### src/rtl/lfsr_bus_read_master_if.sv
// Bus and output-stream signals of lfsr_bus_read_master.
// The master modport is the read sequencer, the slave modport is the peripheral array plus the downstream consumer.
interface lfsr_bus_read_master_if;
    logic [3:0]  a;
    logic        rd;
    logic [31:0] d_in;
    logic        out_valid;
    logic        out_ready;
    logic [3:0]  out_addr;
    logic [31:0] out_data;

    modport master (
        output a, rd, out_valid, out_addr, out_data,
        input  d_in, out_ready
    );

    modport slave (
        input  a, rd, out_valid, out_addr, out_data,
        output d_in, out_ready
    );
endinterface

### src/rtl/lfsr_bus_read_master.sv
// Read sequencer for the 16 LFSR peripherals, which buffers {addr, data} words in a first-word-fall-through FIFO.
// Optional macro XOR_CHK_EN adds the chk port, a running XOR of the words pushed during the current scan.
module lfsr_bus_read_master #(
    parameter int unsigned RD_LAT     = 2,
    parameter int unsigned FIFO_DEPTH = 4
) (
    input  logic                          clk,
    input  logic                          rst,
    input  logic                          start,
    input  logic [3:0]                    first_addr,
    input  logic [4:0]                    count,
    output logic                          busy,
    output logic                          done,
`ifdef XOR_CHK_EN
    output logic [31:0]                   chk,
`endif
    lfsr_bus_read_master_if.master        bus
);

    localparam int unsigned PW       = $clog2(FIFO_DEPTH);
    localparam int unsigned LAT_INIT = (RD_LAT >= 2) ? RD_LAT - 2 : 0;
    localparam logic [PW:0]   DEPTH_V = FIFO_DEPTH[PW:0];
    localparam logic [PW:0]   OCC_ONE = 1;
    localparam logic [PW-1:0] PTR_ONE = 1;

    typedef enum logic [2:0] {IDLE, ISSUE, WAIT, CAPTURE, PUSH, DONE} state_t;

    state_t        state_q, state_d;
    logic [3:0]    cur_addr, a_q, hold_addr;
    logic [4:0]    remaining;
    logic [2:0]    lat_cnt;
    logic [31:0]   hold_data;

    logic [3:0]    mem_addr [FIFO_DEPTH];
    logic [31:0]   mem_data [FIFO_DEPTH];
    logic [PW-1:0] wr_ptr, rd_ptr;
    logic [PW:0]   occ;
    logic          full, push, pop;

    assign full = (occ == DEPTH_V);
    assign push = (state_q == PUSH) && !full;
    assign pop  = bus.out_valid && bus.out_ready;

    always_ff @(posedge clk) begin
        if (!rst) state_q <= IDLE;
        else      state_q <= state_d;
    end

    always_comb begin
        state_d = state_q;
        bus.rd  = 1'b0;
        bus.a   = a_q;
        busy    = (state_q != IDLE);
        done    = 1'b0;
        case (state_q)
            IDLE:    if (start) state_d = (count == 5'd0) ? DONE : ISSUE;
            ISSUE: begin
                bus.rd  = 1'b1;
                bus.a   = cur_addr;
                state_d = (RD_LAT == 1) ? CAPTURE : WAIT;
            end
            WAIT:    if (lat_cnt == 3'd0) state_d = CAPTURE;
            CAPTURE: state_d = PUSH;
            PUSH:    if (!full) state_d = (remaining > 5'd1) ? ISSUE : DONE;
            DONE: begin
                done    = 1'b1;
                state_d = IDLE;
            end
            default: state_d = IDLE;
        endcase
    end

    // a_q captures the issued address so 'a' holds through WAIT..PUSH and in IDLE.
    always_ff @(posedge clk) begin
        if (!rst) begin
            cur_addr  <= '0;
            remaining <= '0;
            lat_cnt   <= '0;
            a_q       <= '0;
            hold_addr <= '0;
            hold_data <= '0;
        end else begin
            case (state_q)
                IDLE: if (start) begin
                    cur_addr  <= first_addr;
                    remaining <= (count > 5'd16) ? 5'd16 : count;
                end
                ISSUE: begin
                    a_q     <= cur_addr;
                    lat_cnt <= LAT_INIT[2:0];
                end
                WAIT: if (lat_cnt != 3'd0) lat_cnt <= lat_cnt - 3'd1;
                CAPTURE: begin
                    hold_addr <= cur_addr;
                    hold_data <= bus.d_in;
                end
                PUSH: if (push) begin
                    cur_addr  <= cur_addr + 4'd1;
                    remaining <= remaining - 5'd1;
                end
                default: ;
            endcase
        end
    end

    always_ff @(posedge clk) begin
        if (push) begin
            mem_addr[wr_ptr] <= hold_addr;
            mem_data[wr_ptr] <= hold_data;
        end
    end

    always_ff @(posedge clk) begin
        if (!rst) begin
            wr_ptr <= '0;
            rd_ptr <= '0;
            occ    <= '0;
        end else begin
            if (push) wr_ptr <= wr_ptr + PTR_ONE;
            if (pop)  rd_ptr <= rd_ptr + PTR_ONE;
            case ({push, pop})
                2'b10:   occ <= occ + OCC_ONE;
                2'b01:   occ <= occ - OCC_ONE;
                default: ;
            endcase
        end
    end

    // Head fields are forced to zero when empty so that a flush reads back as 0.
    assign bus.out_valid = (occ != '0);
    assign bus.out_addr  = bus.out_valid ? mem_addr[rd_ptr] : '0;
    assign bus.out_data  = bus.out_valid ? mem_data[rd_ptr] : '0;

`ifdef XOR_CHK_EN
    always_ff @(posedge clk) begin
        if (!rst)                          chk <= '0;
        else if (state_q == IDLE && start) chk <= '0;
        else if (push)                     chk <= chk ^ hold_data;
    end
`endif

endmodule

### src/flat_wrapper.sv
// flat-port wrapper written by rule: the top's interface ports become plain ports
module lfsr_bus_read_master_flat 
#(
    parameter int unsigned RD_LAT     = 2,
    parameter int unsigned FIFO_DEPTH = 4
)
  (clk, rst, start, first_addr, count, busy, done, bus_a, bus_rd, bus_out_valid, bus_out_addr, bus_out_data, bus_d_in, bus_out_ready);
  lfsr_bus_read_master_if bus_i ();
  input  logic clk;
  input  logic rst;
  input  logic start;
  input  logic [3:0] first_addr;
  input  logic [4:0] count;
  output logic busy;
  output logic done;
  output wire logic [$bits(bus_i.a)-1:0] bus_a;
  output wire logic [$bits(bus_i.rd)-1:0] bus_rd;
  output wire logic [$bits(bus_i.out_valid)-1:0] bus_out_valid;
  output wire logic [$bits(bus_i.out_addr)-1:0] bus_out_addr;
  output wire logic [$bits(bus_i.out_data)-1:0] bus_out_data;
  input wire logic [$bits(bus_i.d_in)-1:0] bus_d_in;
  input wire logic [$bits(bus_i.out_ready)-1:0] bus_out_ready;
  assign bus_a = bus_i.a;
  assign bus_rd = bus_i.rd;
  assign bus_out_valid = bus_i.out_valid;
  assign bus_out_addr = bus_i.out_addr;
  assign bus_out_data = bus_i.out_data;
  assign bus_i.d_in = bus_d_in;
  assign bus_i.out_ready = bus_out_ready;
  lfsr_bus_read_master #(.RD_LAT(RD_LAT), .FIFO_DEPTH(FIFO_DEPTH)) u_core (.clk(clk), .rst(rst), .start(start), .first_addr(first_addr), .count(count), .busy(busy), .done(done), .bus(bus_i));
endmodule
### config.mk
export PLATFORM = sky130hd
export DESIGN_NAME = lfsr_bus_read_master_flat
export DESIGN_NICKNAME = d
export VERILOG_FILES = /design/src/rtl/lfsr_bus_read_master_if.sv /design/src/rtl/lfsr_bus_read_master.sv /design/src/flat_wrapper.sv
export SDC_FILE = /design/constraint.sdc
export NUM_CORES = 1
export LEC_CHECK = 0
export ABC_AREA = 1
export CORE_UTILIZATION = 56
export CTS_CLUSTER_DIAMETER = 150
export DETAILED_ROUTE_END_ITERATION = 8
export GPL_ROUTABILITY_DRIVEN = 1
export GPL_TIMING_DRIVEN = 0
export PLACE_DENSITY = 0.75
export SYNTH_ARGS = -nofsm -noshare
export SYNTH_HDL_FRONTEND = slang
export SYNTH_SLANG_ARGS = --single-unit
### constraint.sdc
create_clock -name clk -period 3.8 [get_ports clk]
set_clock_uncertainty 0.05 [all_clocks]
set_input_delay 0.76 -clock clk [delete_from_list [all_inputs] [get_ports clk]]
set_output_delay 0.76 -clock clk [all_outputs]
set_load 0.01 [all_outputs]
==> run_summary.xml <==
<?xml version="1.0" encoding="UTF-8"?>
<metrics>
  <group name="clock_network">
    <metric name="worst_skew_pair.late_latency" unit="ns">0.48</metric>
    <metric name="cts_root_buffer" unit="">sky130_fd_sc_hd__clkbuf_16</metric>
    <metric name="cts_resized" unit="">0</metric>
    <metric name="cts_sinks" unit="">208</metric>
    <metric name="ctsHoldBuffers" unit="">0</metric>
    <metric name="tritoncts" unit="">built</metric>
    <metric name="ctsHtreeMaxLevel" unit="">1</metric>
    <metric name="postCtsSetupBuffers" unit="">0</metric>
    <metric name="cts.reportedPaths.clkPinSlew" unit="ns">0.06</metric>
    <metric name="tritoncts.num_buffers" unit="">21</metric>
    <metric name="clock_path_buffers" unit="">3</metric>
  </group>
  <group name="route">
    <metric name="avgViaCountPerCell" unit="">5.54</metric>
    <metric name="route.detailed.drc" unit="">0</metric>
    <metric name="routed_wirelength" unit="mm">20.0</metric>
    <metric name="drt-initial-drc-count" unit="">559</metric>
    <metric name="avgRoutedWirePerCell" unit="um">17.8</metric>
    <metric name="ant_nets" unit="">0</metric>
    <metric name="drtPass1Iterations" unit="">5</metric>
    <metric name="via_count" unit="">6213</metric>
  </group>
  <group name="run">
    <metric name="drv_cap" unit="">0</metric>
  </group>
  <group name="die">
    <metric name="top_level_ports" unit="">89</metric>
    <metric name="placementRows" unit="">44</metric>
    <metric name="dieWidth" unit="um">124</metric>
    <metric name="die_y" unit="um">124</metric>
    <metric name="floorplan.initialDensity" unit="%">57.3</metric>
    <metric name="floorplan.die_area" unit="um2">15400</metric>
    <metric name="fp.coreArea" unit="um2">14500</metric>
  </group>
  <group name="logic_synthesis">
    <metric name="mappedNetlistNets" unit="">864</metric>
    <metric name="post_synth_instance_area" unit="um2">8330</metric>
    <metric name="yosys_register_bits" unit="">208</metric>
    <metric name="synth_cell_types" unit="">29</metric>
    <metric name="synth_cells" unit="">808</metric>
    <metric name="yosysWarnings" unit="">0</metric>
    <metric name="synth-seq-area-share" unit="%">67.3</metric>
    <metric name="synthesis.area_per_instance" unit="um2">10.3</metric>
  </group>
  <group name="layout">
    <metric name="areaGrowthSynthToFinish" unit="%">23.6</metric>
    <metric name="layout.cells.most_common" unit="">sky130_fd_sc_hd__nor2_1</metric>
    <metric name="num_antenna_cells" unit="">0</metric>
    <metric name="layout_common_cells" unit="">sky130_fd_sc_hd__nor2_1 (226), sky130_fd_sc_hd__edfxtp_1 (144), sky130_fd_sc_hd__o21ai_0 (117)</metric>
    <metric name="final_nets" unit="">979</metric>
    <metric name="finalCoreUtilization" unit="%">70.8</metric>
    <metric name="drive_above_1_share" unit="%">7.15</metric>
  </group>
  <group name="placement">
    <metric name="dp.final_hpwl" unit="mm">12.7</metric>
    <metric name="port-buffer-count" unit="">88</metric>
    <metric name="placer_congestion" unit="">0.805</metric>
  </group>
  <group name="power">
    <metric name="vdd.ir_drop.worst" unit="mV">0.395</metric>
    <metric name="power.leakage" unit="nW">3.73</metric>
    <metric name="power-per-cell-area" unit="nW/um2">609</metric>
  </group>
  <group name="global_routing">
    <metric name="grt_overflow" unit="">0</metric>
    <metric name="grt_pass1_vias" unit="">6033</metric>
    <metric name="grt_max_degree" unit="">27</metric>
    <metric name="gr-usage-all-layers" unit="%">26.1</metric>
    <metric name="grt_first_pass_wirelength" unit="mm">30.1</metric>
    <metric name="antenna_found_initial" unit="">0</metric>
  </group>
  <group name="sta">
    <metric name="worst_pin_slew" unit="ns">0.706</metric>
    <metric name="fin_setup_tns" unit="ns">0</metric>
    <metric name="finalHoldViolCount" unit="">0</metric>
    <metric name="worst_slew_margin_rel" unit="%">52.8</metric>
    <metric name="post-route-period-util" unit="%">96.3</metric>
    <metric name="final.min_clock_period" unit="ns">3.66</metric>
    <metric name="slew_violations" unit="">0</metric>
    <metric name="setup_viol" unit="">0</metric>
    <metric name="rsz0062_at_grt" unit="">no</metric>
    <metric name="max_clock_freq" unit="GHz">0.273</metric>
  </group>
  <group name="critical_path">
    <metric name="endpoint_kind" unit="">output port</metric>
    <metric name="crit_path_cell_trace" unit="">buf_2 &gt; clkinv_1 &gt; clkbuf_1 &gt; nor2_1 &gt; o21ai_0 &gt; a21oi_1 &gt; clkdlybuf4s50_1</metric>
    <metric name="crit_slowest_cell" unit="">sky130_fd_sc_hd__clkdlybuf4s50_1</metric>
    <metric name="critical_path.startpoint_type" unit="">register</metric>
    <metric name="cp.arrival" unit="ns">2.85</metric>
    <metric name="worst_ep_required_time" unit="ns">2.99</metric>
    <metric name="timing.critical_path.slowest_cell_delay" unit="ns">0.58</metric>
    <metric name="worst_path_maximum_fanout" unit="">10</metric>
    <metric name="worst-setup-path-type" unit="">register to output port</metric>
  </group>
  <group name="run_status">
    <metric name="status" unit="">finished, final reports clean</metric>
  </group>
  <group name="min_path">
    <metric name="holdCritPathClass" unit="">register to register</metric>
  </group>
</metrics>
-- cells by family after synthesis --
group                      after synthesis  share of synthesized area (%)
AOI/OAI and AO/OA                      194                           11.8
buffers and inverters                   88                           4.18
and+or+nand+nor                        307                           15.0
adders and majority gates               11                           1.74
DFF                                    208                           67.3
-- stage by stage --
stage	hold slack (ns)	power, mW	worst slack, ns	area, um2	instances
floorplan	0.386	3.40	0.796	8330	808
global placement	0.402	4.09	-0.503	9440	1080
finish	0.428	6.27	0.142	10300	1121
detailed placement	0.412	4.14	0.635	9560	1084
CTS	0.423	6.30	0.138	10300	1121
global route	0.435	6.54	0.00847	10300	1121
-- power by group --
group | leakage (nW) | switching (mW) | internal (mW)
Combinational | 1.56 | 0.900 | 0.616
Sequential | 1.81 | 0.0749 | 2.51
Clock | 0.365 | 0.808 | 1.36
Total | 3.73 | 1.78 | 4.49
-- synth_stat cells, drive strengths merged --
cell,number,share of area (%)
buf,20,1.1
o21ai,128,7.7
inv,45,2.1
nand2,46,2.3
or2,6,0.45
a211oi,4,0.36
ha,10,1.5
clkinv,1,0.045
dfxtp,64,15
nor3,5,0.36
edfxtp,144,52
nand4,3,0.23
a21oi,62,3.7
clkbuf,22,0.99
fa,1,0.24
nor4,1,0.075
nor2,231,11
nand3,15,1.1
-- path summary, 6_finish.rpt --
path / start / endpoint / slack (ns) / depth (start not counted)
setup reg to reg: u_core.occ[0]$_SDFFE_PN0P_ / u_core.occ[2]$_SDFFE_PN0P_ / 1.21 / 10
setup / recovery: register / bus_out_data[1] / 0.14 / 7
hold reg to reg: u_core.rd_ptr[1]$_SDFFE_PN0N_ / register / 0.43 / 2
hold / removal: u_core.rd_ptr[1]$_SDFFE_PN0N_ / register / 0.43 / 2
-- area by class of cell --
cell class / count / area, um2
Sequential cell: 208 / 5610
Fill cell: 1017 / 4240
Multi-Input combinational cell: 512 / 2400
Timing Repair Buffer: 92 / 968
Clock buffer: 27 / 588
Tap cell: 184 / 230
Inverter: 46 / 175
Buffer: 42 / 173
Clock inverter: 10 / 151
-- critical path, delay by kind of cell, from the launching register on --
kind,cells,cell delay [ns]
DFF,1,0.31
AOI/OAI and AO/OA,2,0.34
and+or+nand+nor,1,0.19
buffers and inverters,4,1.52
-- metal layers --
metal	up-vias	track usage, %	share of wire (%)
li1	2986	-	-
met3	30	4.12	6.7
met2	225	47.3	52
met1	2972	31.7	40
met5	-	0	0
met4	0	8.18	1.6
-- state kept, by name, summed over array words and instances (netlist names), named ones only --
register / cells
u_core.mem_data: 128
u_core.hold_data: 32
u_core.mem_addr: 16
u_core.remaining: 5
u_core.a_q: 4
u_core.cur_addr: 4
u_core.hold_addr: 4
u_core.lat_cnt: 3
u_core.occ: 3
u_core.state_q: 3
u_core.rd_ptr: 2
u_core.wr_ptr: 2
(Power assumes the default switching activity.)
